[src/rtl/am2940_pkg.sv]
// Shared definitions for the AM2940 DMA address generator control slice.
// Holds the instruction and count-mode encodings and the bit positions of
// the fields inside the 3-bit control register.
package am2940_pkg;

  typedef enum logic [2:0] {
    WR_CR   = 3'd0,
    RD_CR   = 3'd1,
    RD_WC   = 3'd2,
    RD_AC   = 3'd3,
    REINIT  = 3'd4,
    LD_ADDR = 3'd5,
    LD_WC   = 3'd6,
    ENABLE  = 3'd7
  } instr_t;

  typedef enum logic [1:0] {
    WC_DOWN   = 2'b00,
    WC_UP_CMP = 2'b01,
    ADDR_CMP  = 2'b10,
    WC_WRAP   = 2'b11
  } mode_t;

  // Control register layout: cr[1:0] count mode, cr[2] address direction
  // (0 increment, 1 decrement).
  localparam int CR_MODE_LSB = 0;
  localparam int CR_MODE_MSB = 1;
  localparam int CR_DIR      = 2;

endpackage

[src/rtl/am2940_if.sv]
// Connection between the AM2940 control unit and the address counter.
//   a_pl    parallel-load strobe          a_di   load data
//   a_encnt count enable                  a_ci   carry-in (active-low)
//   a_inc   count up                      a_dec  count down
//   aq      current counter value, returned to the control unit
// master: control unit side; slave: address counter side.
interface am2940_if #(
  parameter int W = 8
);
  logic [W-1:0] aq;
  logic [W-1:0] a_di;
  logic         a_pl;
  logic         a_encnt;
  logic         a_ci;
  logic         a_inc;
  logic         a_dec;

  modport master (
    output a_pl, a_di, a_encnt, a_ci, a_inc, a_dec,
    input  aq
  );

  modport slave (
    input  a_pl, a_di, a_encnt, a_ci, a_inc, a_dec,
    output aq
  );
endinterface

[src/rtl/am2940_word_cnt.sv]
// Word-count holding register, word counter and DONE generation.
// Ports:
//   clk, reset   rising-edge clock, asynchronous active-low clear
//   instr        current instruction
//   din          data bus (new control word / word count)
//   cin_n        active-low count enable
//   mode         count mode from the control register
//   aq           address counter value (for address-compare mode)
//   wc           current word counter, for read-back
//   done         transfer complete
//   stopped      counting is frozen because done is set in a stopping mode
module am2940_word_cnt
  import am2940_pkg::*;
#(
  parameter int W = 8
) (
  input  logic         clk,
  input  logic         reset,
  input  instr_t       instr,
  input  logic [W-1:0] din,
  input  logic         cin_n,
  input  mode_t        mode,
  input  logic [W-1:0] aq,
  output logic [W-1:0] wc,
  output logic         done,
  output logic         stopped
);

  logic [W-1:0] wc_reg;

  // In wrap mode done is only a one-cycle marker of the 0 -> all-ones step,
  // so it depends on the live instruction and carry-in, not just state.
  always_comb begin
    case (mode)
      WC_DOWN:   done = (wc == '0);
      WC_UP_CMP: done = (wc == wc_reg);
      ADDR_CMP:  done = (aq == wc_reg);
      default:   done = (wc == '0) && (instr == ENABLE) && !cin_n;
    endcase
    stopped = done && (mode != WC_WRAP);
  end

  always_ff @(posedge clk or negedge reset) begin
    if (!reset) begin
      wc_reg <= '0;
      wc     <= '0;
    end else begin
      case (instr)
        WR_CR: begin
          // Up-compare counts from zero; switching into it restarts the count.
          if (mode_t'(din[1:0]) == WC_UP_CMP) wc <= '0;
        end
        LD_WC: begin
          wc_reg <= din;
          wc     <= (mode == WC_UP_CMP) ? '0 : din;
        end
        REINIT: begin
          wc <= (mode == WC_UP_CMP) ? '0 : wc_reg;
        end
        ENABLE: begin
          if (!cin_n && !stopped) begin
            case (mode)
              WC_UP_CMP:        wc <= wc + 1'b1;
              WC_DOWN, WC_WRAP: wc <= wc - 1'b1;
              default:          wc <= wc;
            endcase
          end
        end
        default: ;
      endcase
    end
  end

endmodule

[src/rtl/am2940_ctrl.sv]
// AM2940 instruction decoder and word-count/done unit. Owns the control
// register and address holding register, drives the address counter and
// multiplexes internal state onto the read-back bus.
// Ports:
//   clk, reset   rising-edge clock, asynchronous active-low clear
//   instr        instruction, decoded every cycle
//   din          data bus input
//   cin_n        active-low count enable
//   cnt          address counter connection (master side)
//   done         transfer complete
//   dout, oe     read-back data and its valid flag
module am2940_ctrl
  import am2940_pkg::*;
#(
  parameter int W = 8
) (
  input  logic         clk,
  input  logic         reset,
  input  instr_t       instr,
  input  logic [W-1:0] din,
  input  logic         cin_n,
  am2940_if.master     cnt,
  output logic         done,
  output logic [W-1:0] dout,
  output logic         oe
);

  logic [2:0]   cr;
  logic [W-1:0] addr_reg;
  logic [W-1:0] wc;
  logic         stopped;
  mode_t        mode;

  assign mode = mode_t'(cr[CR_MODE_MSB:CR_MODE_LSB]);

  always_ff @(posedge clk or negedge reset) begin
    if (!reset) begin
      cr       <= '0;
      addr_reg <= '0;
    end else begin
      if (instr == WR_CR)   cr       <= din[2:0];
      if (instr == LD_ADDR) addr_reg <= din;
    end
  end

  am2940_word_cnt #(.W(W)) u_wc (
    .clk     (clk),
    .reset   (reset),
    .instr   (instr),
    .din     (din),
    .cin_n   (cin_n),
    .mode    (mode),
    .aq      (cnt.aq),
    .wc      (wc),
    .done    (done),
    .stopped (stopped)
  );

  // LD_ADDR loads the counter straight from din on the same edge that
  // addr_reg captures it; REINIT reloads from the saved copy.
  assign cnt.a_pl    = (instr == LD_ADDR) || (instr == REINIT);
  assign cnt.a_di    = (instr == REINIT) ? addr_reg : din;
  assign cnt.a_encnt = (instr == ENABLE) && !stopped;
  assign cnt.a_ci    = cin_n;
  assign cnt.a_inc   = !cr[CR_DIR];
  assign cnt.a_dec   = cr[CR_DIR];

  always_comb begin
    oe   = 1'b0;
    dout = '0;
    case (instr)
      RD_CR: begin
        oe   = 1'b1;
        dout = {{(W-3){1'b0}}, cr};
      end
      RD_WC: begin
        oe   = 1'b1;
        dout = wc;
      end
      RD_AC: begin
        oe   = 1'b1;
        dout = cnt.aq;
      end
      default: ;
    endcase
  end

endmodule

[src/flat_wrapper.sv]
// flat-port wrapper written by rule: the top's interface ports become plain ports
module am2940_ctrl_flat import am2940_pkg::*;
#(
  parameter int W = 8
)
  (clk, reset, instr, din, cin_n, done, dout, oe, cnt_a_pl, cnt_a_di, cnt_a_encnt, cnt_a_ci, cnt_a_inc, cnt_a_dec, cnt_aq);
  am2940_if #(.W(W)) cnt_i ();
  input  logic clk;
  input  logic reset;
  input  instr_t instr;
  input  logic [W-1:0] din;
  input  logic cin_n;
  output logic done;
  output logic [W-1:0] dout;
  output logic oe;
  output wire logic [$bits(cnt_i.a_pl)-1:0] cnt_a_pl;
  output wire logic [$bits(cnt_i.a_di)-1:0] cnt_a_di;
  output wire logic [$bits(cnt_i.a_encnt)-1:0] cnt_a_encnt;
  output wire logic [$bits(cnt_i.a_ci)-1:0] cnt_a_ci;
  output wire logic [$bits(cnt_i.a_inc)-1:0] cnt_a_inc;
  output wire logic [$bits(cnt_i.a_dec)-1:0] cnt_a_dec;
  input wire logic [$bits(cnt_i.aq)-1:0] cnt_aq;
  assign cnt_a_pl = cnt_i.a_pl;
  assign cnt_a_di = cnt_i.a_di;
  assign cnt_a_encnt = cnt_i.a_encnt;
  assign cnt_a_ci = cnt_i.a_ci;
  assign cnt_a_inc = cnt_i.a_inc;
  assign cnt_a_dec = cnt_i.a_dec;
  assign cnt_i.aq = cnt_aq;
  am2940_ctrl #(.W(W)) u_core (.clk(clk), .reset(reset), .instr(instr), .din(din), .cin_n(cin_n), .cnt(cnt_i), .done(done), .dout(dout), .oe(oe));
endmodule
[config.mk]
export PLATFORM = sky130hd
export DESIGN_NAME = am2940_ctrl_flat
export DESIGN_NICKNAME = d
export VERILOG_FILES = /design/src/rtl/am2940_pkg.sv /design/src/rtl/am2940_if.sv /design/src/rtl/am2940_word_cnt.sv /design/src/rtl/am2940_ctrl.sv /design/src/flat_wrapper.sv
export SDC_FILE = /design/constraint.sdc
export NUM_CORES = 1
export LEC_CHECK = 0
export CAP_MARGIN = 20
export CORE_MARGIN = 5
export CORE_UTILIZATION = 30
export DETAILED_ROUTE_END_ITERATION = 8
export PLACE_DENSITY = 0.57
export SYNTH_ARGS = -nofsm -noshare
export SYNTH_HDL_FRONTEND = slang
export SYNTH_SLANG_ARGS = --single-unit
[constraint.sdc]
create_clock -name clk -period 2.8 [get_ports clk]
set_input_delay 0.42 -clock clk [delete_from_list [all_inputs] [get_ports clk]]
set_output_delay 0.42 -clock clk [all_outputs]
set_load 0.1 [all_outputs]
==> impl_metrics.json, run 1 <==
{
  "status": "finished, violations left",
  "violations": "setup timing",
  "fin_ws_ps": -1.36,
  "syn_area_per_cell_um2": 9.28,
  "dp_hpwl_um": 4690,
  "nFillCells": 627,
  "finalHoldViolCount": 0,
  "end_kind": "output pin",
  "synth_fp_nets": 267,
  "crit_chain": "buf_6, ha_4, mux2_4, and3_4, o2111ai_2, o21ai_2, and3b_2, nor2_2, buf_12",
  "initial_core_util_pct": 31.2,
  "ys_async_sr_fraction_pct": 100,
  "ant_nets": 0,
  "grt_pass1_wl_um": 9850,
  "maxCapViolations": 0,
  "place.gp.congestion": 0.887,
  "hold_buffers": 0,
  "synthFlopType": "dfrtp_1",
  "clk-insertion-delay-late_ps": 290,
  "crit_fanout": 5,
  "cts.sinks": 27,
  "rsz0062_at_grt": "yes",
  "power_density_nw_per_um2": 614,
  "grt_pass1_vias": 2031,
  "final_core_util_pct": 47.1,
  "cts.htree.levels": 1,
  "syn_inst": 231,
  "p_leak_nw": 1.39,
  "ys_types": 51,
  "synth-seq-cells": 27,
  "setup.worst_path.start": "u_core.cr[1]$_DFFE_PN0P_",
  "worst_slew_pin_slew_ps": 694,
  "io_buffers": 44,
  "track_usage_pct": 13.9,
  "core_area_um2": 6870,
  "largest_reg_flops": 16,
  "grt_max_degree": 28,
  "final_max_slew_viol_count": 0,
  "dpl_cell_area_um2": 3000,
  "hold_class": "input port to asynchronous set/reset pin",
  "row_count": 30,
  "die_w_um": 94.6,
  "first_pass_iters": 4,
  "finalSetupViolCount": 1,
  "ios": 45,
  "drc": 0,
  "yosysWarnings": 0,
  "critPathLaunchType": "flip-flop",
  "skew_ps": 10.7,
  "drive_above_1_share_pct": 35.1,
  "clk_pin_slew_ps": 110,
  "clock.fmax_mhz": 357,
  "irDropWorstVdd_mv": 0.262,
  "drt-wirelength-per-cell_um": 15.4,
  "finalWirelength_um": 6030,
  "die_y_um": 94.6,
  "antenna_found_initial": 0,
  "synth_area_um2": 2140,
  "reg2reg_from": "u_core.cr[0]$_DFFE_PN0P_",
  "slowest_stage": "dfrtp_1",
  "layout.nets": 333,
  "critPathRequiredTime_ps": 2380,
  "drt_iter0_markers": 75,
  "finalCritPeriodShare_pct": 100,
  "area_delta_synth_final_pct": 50.9,
  "synth-edff-count": 0,
  "ys_seq_area_share_pct": 31.5,
  "grt_overflow": 0,
  "fin_setup_tns_ps": -1.36,
  "numCtsBuffers": 3,
  "slowest_delay_ps": 410,
  "diodes": 0,
  "crit_type": "flip-flop to output pin",
  "arrival_ps": 2380,
  "cts_tree": "built",
  "p_total_mw": 1.99,
  "cts_root_buf": "clkbuf_8",
  "final_cell_area_um2": 3240,
  "viasPerCell": 4.96,
  "relSlewSlack_pct": 53.7,
  "dieArea_um2": 8940,
  "fin_crit_ps": 2800,
  "clockBufferDepth": 2,
  "vias": 1945
}
-- cell type report --
cell class / count / area, um2 / area share (%)
multi-input combinational: 183 / 1500 / 46.4
clock inverter: 1 / 8.76 / 0.271
tap: 96 / 120 / 3.71
timing repair buffer: 70 / 845 / 26.1
inverter: 12 / 45.0 / 1.39
clock buffer: 3 / 41.3 / 1.28
sequential: 27 / 676 / 20.9
-- path summary, 6_finish.rpt --
path                                                          end  slack [ps]  cells past startpoint
worst min register to register     u_core.addr_reg[1]$_DFFE_PN0P_         500                      2
worst min-delay path                u_core.u_wc.wc[6]$_DFFE_PN0P_         500                      2
min in group clk                   u_core.addr_reg[1]$_DFFE_PN0P_         500                      2
worst max-delay path                                  cnt_a_encnt          -1                      9
worst max register to register      u_core.u_wc.wc[6]$_DFFE_PN0P_          20                     16
max in group asynchronous       u_core.u_wc.wc_reg[5]$_DFFE_PN0P_        2010                      2
-- worst max-delay path: cells and delay by family (launching register included) --
kind	cells	cell delay (ps)
AND/OR/NAND/NOR	3	540
flip-flops	1	410
AO/OA/AOI/OAI	2	340
buffers and inverters	2	330
multiplexers	1	320
adder cells (fa/ha/maj)	1	170
-- report_power, final --
group	switching (mW)	total, mW	internal (mW)
logic	0.640	1.18	0.540
registers	0.0919	0.556	0.464
clock network	0.145	0.250	0.105
total	0.877	1.99	1.11
-- cell families (layout without fill, tap and decap cells) --
| kind of cell | Yosys count | count (layout) | synth area share, % |
|---|---|---|---|
| and+or+nand+nor | 77 | 77 | 17.2 |
| AOI/OAI and AO/OA | 42 | 42 | 14.4 |
| muxes | 39 | 39 | 19.5 |
| DFF | 27 | 27 | 31.5 |
| buffers and inverters | 21 | 86 | 4.32 |
| adders and majority gates | 14 | 14 | 8.52 |
| xor gates and xnor gates | 11 | 11 | 4.49 |
-- what timing repair did --
| action | in CTS | in global routing |
|---|---|---|
| gates resized for setup | 8 | 13 |
| setup buffers | 9 | 0 |
| endpoints found under the setup margin | 3 | 4 |
| pin swaps | 4 | 4 |
-- placed cells by master (no fill, tap or decap), types with 2 or more instances in the layout --
master | Yosys | final
nor2_2 | 0 | 6
and3_1 | 2 | 2
a21oi_1 | 5 | 5
buf_4 | 1 | 27
ha_4 | 0 | 3
xnor2_1 | 2 | 2
buf_12 | 0 | 21
xor2_1 | 9 | 8
a22oi_1 | 5 | 5
nor2b_1 | 3 | 3
a31oi_1 | 2 | 2
nand2_1 | 32 | 32
o22ai_1 | 4 | 4
nand2b_1 | 3 | 3
nor4_1 | 2 | 2
nand3_1 | 2 | 2
mux2i_4 | 0 | 3
o221a_2 | 2 | 2
a211oi_2 | 1 | 2
mux2i_1 | 19 | 14
nor2_1 | 20 | 14
inv_1 | 12 | 11
mux2_2 | 19 | 19
dfrtp_1 | 27 | 27
nand3b_1 | 2 | 2
mux2i_2 | 0 | 2
ha_1 | 13 | 10
o21ai_0 | 11 | 10
clkdlybuf4s50_1 | 0 | 21
clkbuf_8 | 0 | 3
-- layer usage --
layer  global-route usage (%)  vias to the layer above  routed length [um]
met5                        0                        -                   0
met4                     2.16                        0                  51
met3                     2.31                        6                 167
met2                     25.2                       40                3150
met1                     17.4                      941                2650
li1                         -                      958                   -
-- Yosys cell counts (all sizes together) (3+ instances only) --
master	number	area [um2]
nand2	32	120
dfrtp	27	676
mux2	20	229
nor2	20	75.1
mux2i	19	190
ha	13	163
inv	12	45.0
o21ai	12	63.8
xor2	9	78.8
a21oi	6	41.3
buf	6	36.3
a22oi	5	37.5
o22ai	4	25.0
and3	3	23.8
clkbuf	3	11.3
nand2b	3	18.8
nor2b	3	18.8
-- through the flow --
stage / instances / setup WS (ps) / hold WS, ps
after floorplan: 231 / -318 / 124
after global placement: 379 / 133 / 465
after detailed placement: 379 / 47.8 / 482
after CTS: 392 / 1.59 / 508
after global routing: 392 / -106 / 522
final: 392 / -1.36 / 502
Note: power is estimated with default switching activity, not from simulation.
==> run 2, diff against run 1 <==
- CORE_MARGIN: 5 -> unset
- CTS_CLUSTER_DIAMETER: unset -> 40
- TNS_END_PERCENT: unset -> 50
==> run 2 against run 1 <==
Net effect:
- the flow still finishes with violations (setup timing)
- count of clock-buffer cells in the layout did not move
- clock skew is 8.3 ps lower
- final cell count is 1.0% lower
- routed wire length down 3.7%
- first-iteration DRC count grew 21%
- maximum frequency decreased by 0.69%
- sequential share of layout area is 0.63 points higher
- via count is 3.2% lower
- critical endpoint unchanged
- highest routed layer unchanged
==> impl_metrics.json, run 2 (synthesis results as in run 1) <==
{
  "fin_crit_ps": 2820,
  "dieArea_um2": 7490,
  "cts_root_buf": "clkbuf_8",
  "end_kind": "output pin",
  "critPathRequiredTime_ps": 2380,
  "row_count": 30,
  "p_total_mw": 1.92,
  "clk_pin_slew_ps": 110,
  "clk-insertion-delay-late_ps": 290,
  "initial_core_util_pct": 31.4,
  "finalSetupViolCount": 1,
  "grt_pass1_vias": 1905,
  "finalHoldViolCount": 0,
  "mostFrequentLayoutCell": "nand2_1",
  "fin_ws_ps": -20.9,
  "grt_overflow": 0,
  "cts.sinks": 27,
  "layout.nets": 329,
  "die_y_um": 86.6,
  "cts_tree": "built",
  "first_pass_iters": 4,
  "largest_reg_flops": 16,
  "final_core_util_pct": 46.0,
  "dpl_cell_area_um2": 2980,
  "layout.cells.most_common_list": "nand2_1, dfrtp_1, buf_4",
  "worst_slew_pin_slew_ps": 660,
  "arrival_ps": 2400,
  "grt_pass1_wl_um": 9650,
  "clockBufferDepth": 2,
  "clock.fmax_mhz": 354,
  "track_usage_pct": 16.8,
  "hold_buffers": 0,
  "final_cell_area_um2": 3140,
  "skew_ps": 2.36,
  "final_max_slew_viol_count": 0,
  "diodes": 0,
  "rsz0062_at_grt": "yes",
  "viasPerCell": 4.85,
  "die_w_um": 86.6,
  "finalWirelength_um": 5800,
  "power_density_nw_per_um2": 612,
  "hold_class": "flip-flop to flip-flop",
  "io_buffers": 44,
  "p_leak_nw": 1.37,
  "antenna_found_initial": 0,
  "dp_hpwl_um": 4420,
  "irDropWorstVdd_mv": 0.241,
  "vias": 1883,
  "crit_type": "flip-flop to output pin",
  "finalCritPeriodShare_pct": 101,
  "crit_fanout": 7,
  "area_delta_synth_final_pct": 46.4,
  "finalNonFillerCells": 388,
  "status": "finished, violations left",
  "core_area_um2": 6830,
  "cts.htree.levels": 1,
  "grt_max_degree": 28,
  "drive_above_1_share_pct": 31.2,
  "fin_setup_tns_ps": -20.9,
  "critPathLaunchType": "flip-flop",
  "drt-wirelength-per-cell_um": 15.0,
  "drt_iter0_markers": 91,
  "numCtsBuffers": 3,
  "ios": 45,
  "drc": 0,
  "placed_cells": 377,
  "place.gp.congestion": 0.917,
  "ant_nets": 0,
  "maxCapViolations": 0,
  "violations": "setup timing",
  "relSlewSlack_pct": 56.0
}
-- run 2: what timing repair did --
action,in CTS,in global routing
gates resized for setup,4,8
endpoints found under the setup margin,2,3
endpoints found under the hold margin,0,0
cloned,0,0
pin swaps,3,5
setup buffers,2,5
-- run 2: per-stage QoR --
| stage | setup WS [ps] | hold WS [ps] |
|---|---|---|
| global placement | 108 | 463 |
| floorplan | -318 | 124 |
| CTS | 15.0 | 496 |
| global route | -124 | 519 |
| detailed placement | 104 | 471 |
| finish | -20.9 | 494 |
-- run 2: worst paths after layout --
| check | end | start | slack (ps) | depth (start not counted) |
|---|---|---|---|---|
| hold / removal | u_core.addr_reg[1]$_DFFE_PN0P_ | u_core.addr_reg[1]$_DFFE_PN0P_ | 490 | 2 |
| setup reg to reg | u_core.u_wc.wc[7]$_DFFE_PN0P_ | u_core.cr[0]$_DFFE_PN0P_ | 150 | 11 |
| setup / recovery | cnt_a_encnt | u_core.cr[1]$_DFFE_PN0P_ | -20 | 10 |
| max in group asynchronous | u_core.u_wc.wc_reg[3]$_DFFE_PN0P_ | reset | 2020 | 2 |
| hold reg to reg | u_core.addr_reg[1]$_DFFE_PN0P_ | u_core.addr_reg[1]$_DFFE_PN0P_ | 490 | 2 |
| min in group asynchronous | u_core.addr_reg[2]$_DFFE_PN0P_ | reset | 510 | 2 |
-- run 2: layer usage --
| layer | up-vias | share of wire [%] | GRT usage, % |
|---|---|---|---|
| li1 | 944 | - | - |
| met1 | 880 | 46 | 22.7 |
| met2 | 52 | 47 | 27.4 |
| met3 | 7 | 5.7 | 2.48 |
| met4 | 0 | 1.6 | 6.21 |
| met5 | - | 0 | 0 |
-- run 2: worst max-delay path: stages (launching register included) --
cell	delay, ps
dfrtp_1	400
buf_4	150
ha_4	170
buf_12	150
mux2i_2	190
xor2_1	190
nand4_1	210
o21ai_2	210
and3b_2	240
nor2_2	50
buf_12	160
-- run 2: area by class of cell --
cell class | instances | area [um2]
Tap cell | 96 | 120
Clock inverter | 1 | 8.76
Multi-Input combinational cell | 183 | 1440
Fill cell | 684 | 3690
Inverter | 12 | 45.0
Clock buffer | 3 | 41.3
Timing Repair Buffer | 66 | 811
Sequential cell | 27 | 676
-- run 2: where the power goes --
group	leakage (nW)	internal (mW)	switching, mW
combinational	1.01	0.497	0.618
sequential	0.336	0.464	0.0856
clock	0.0261	0.105	0.152
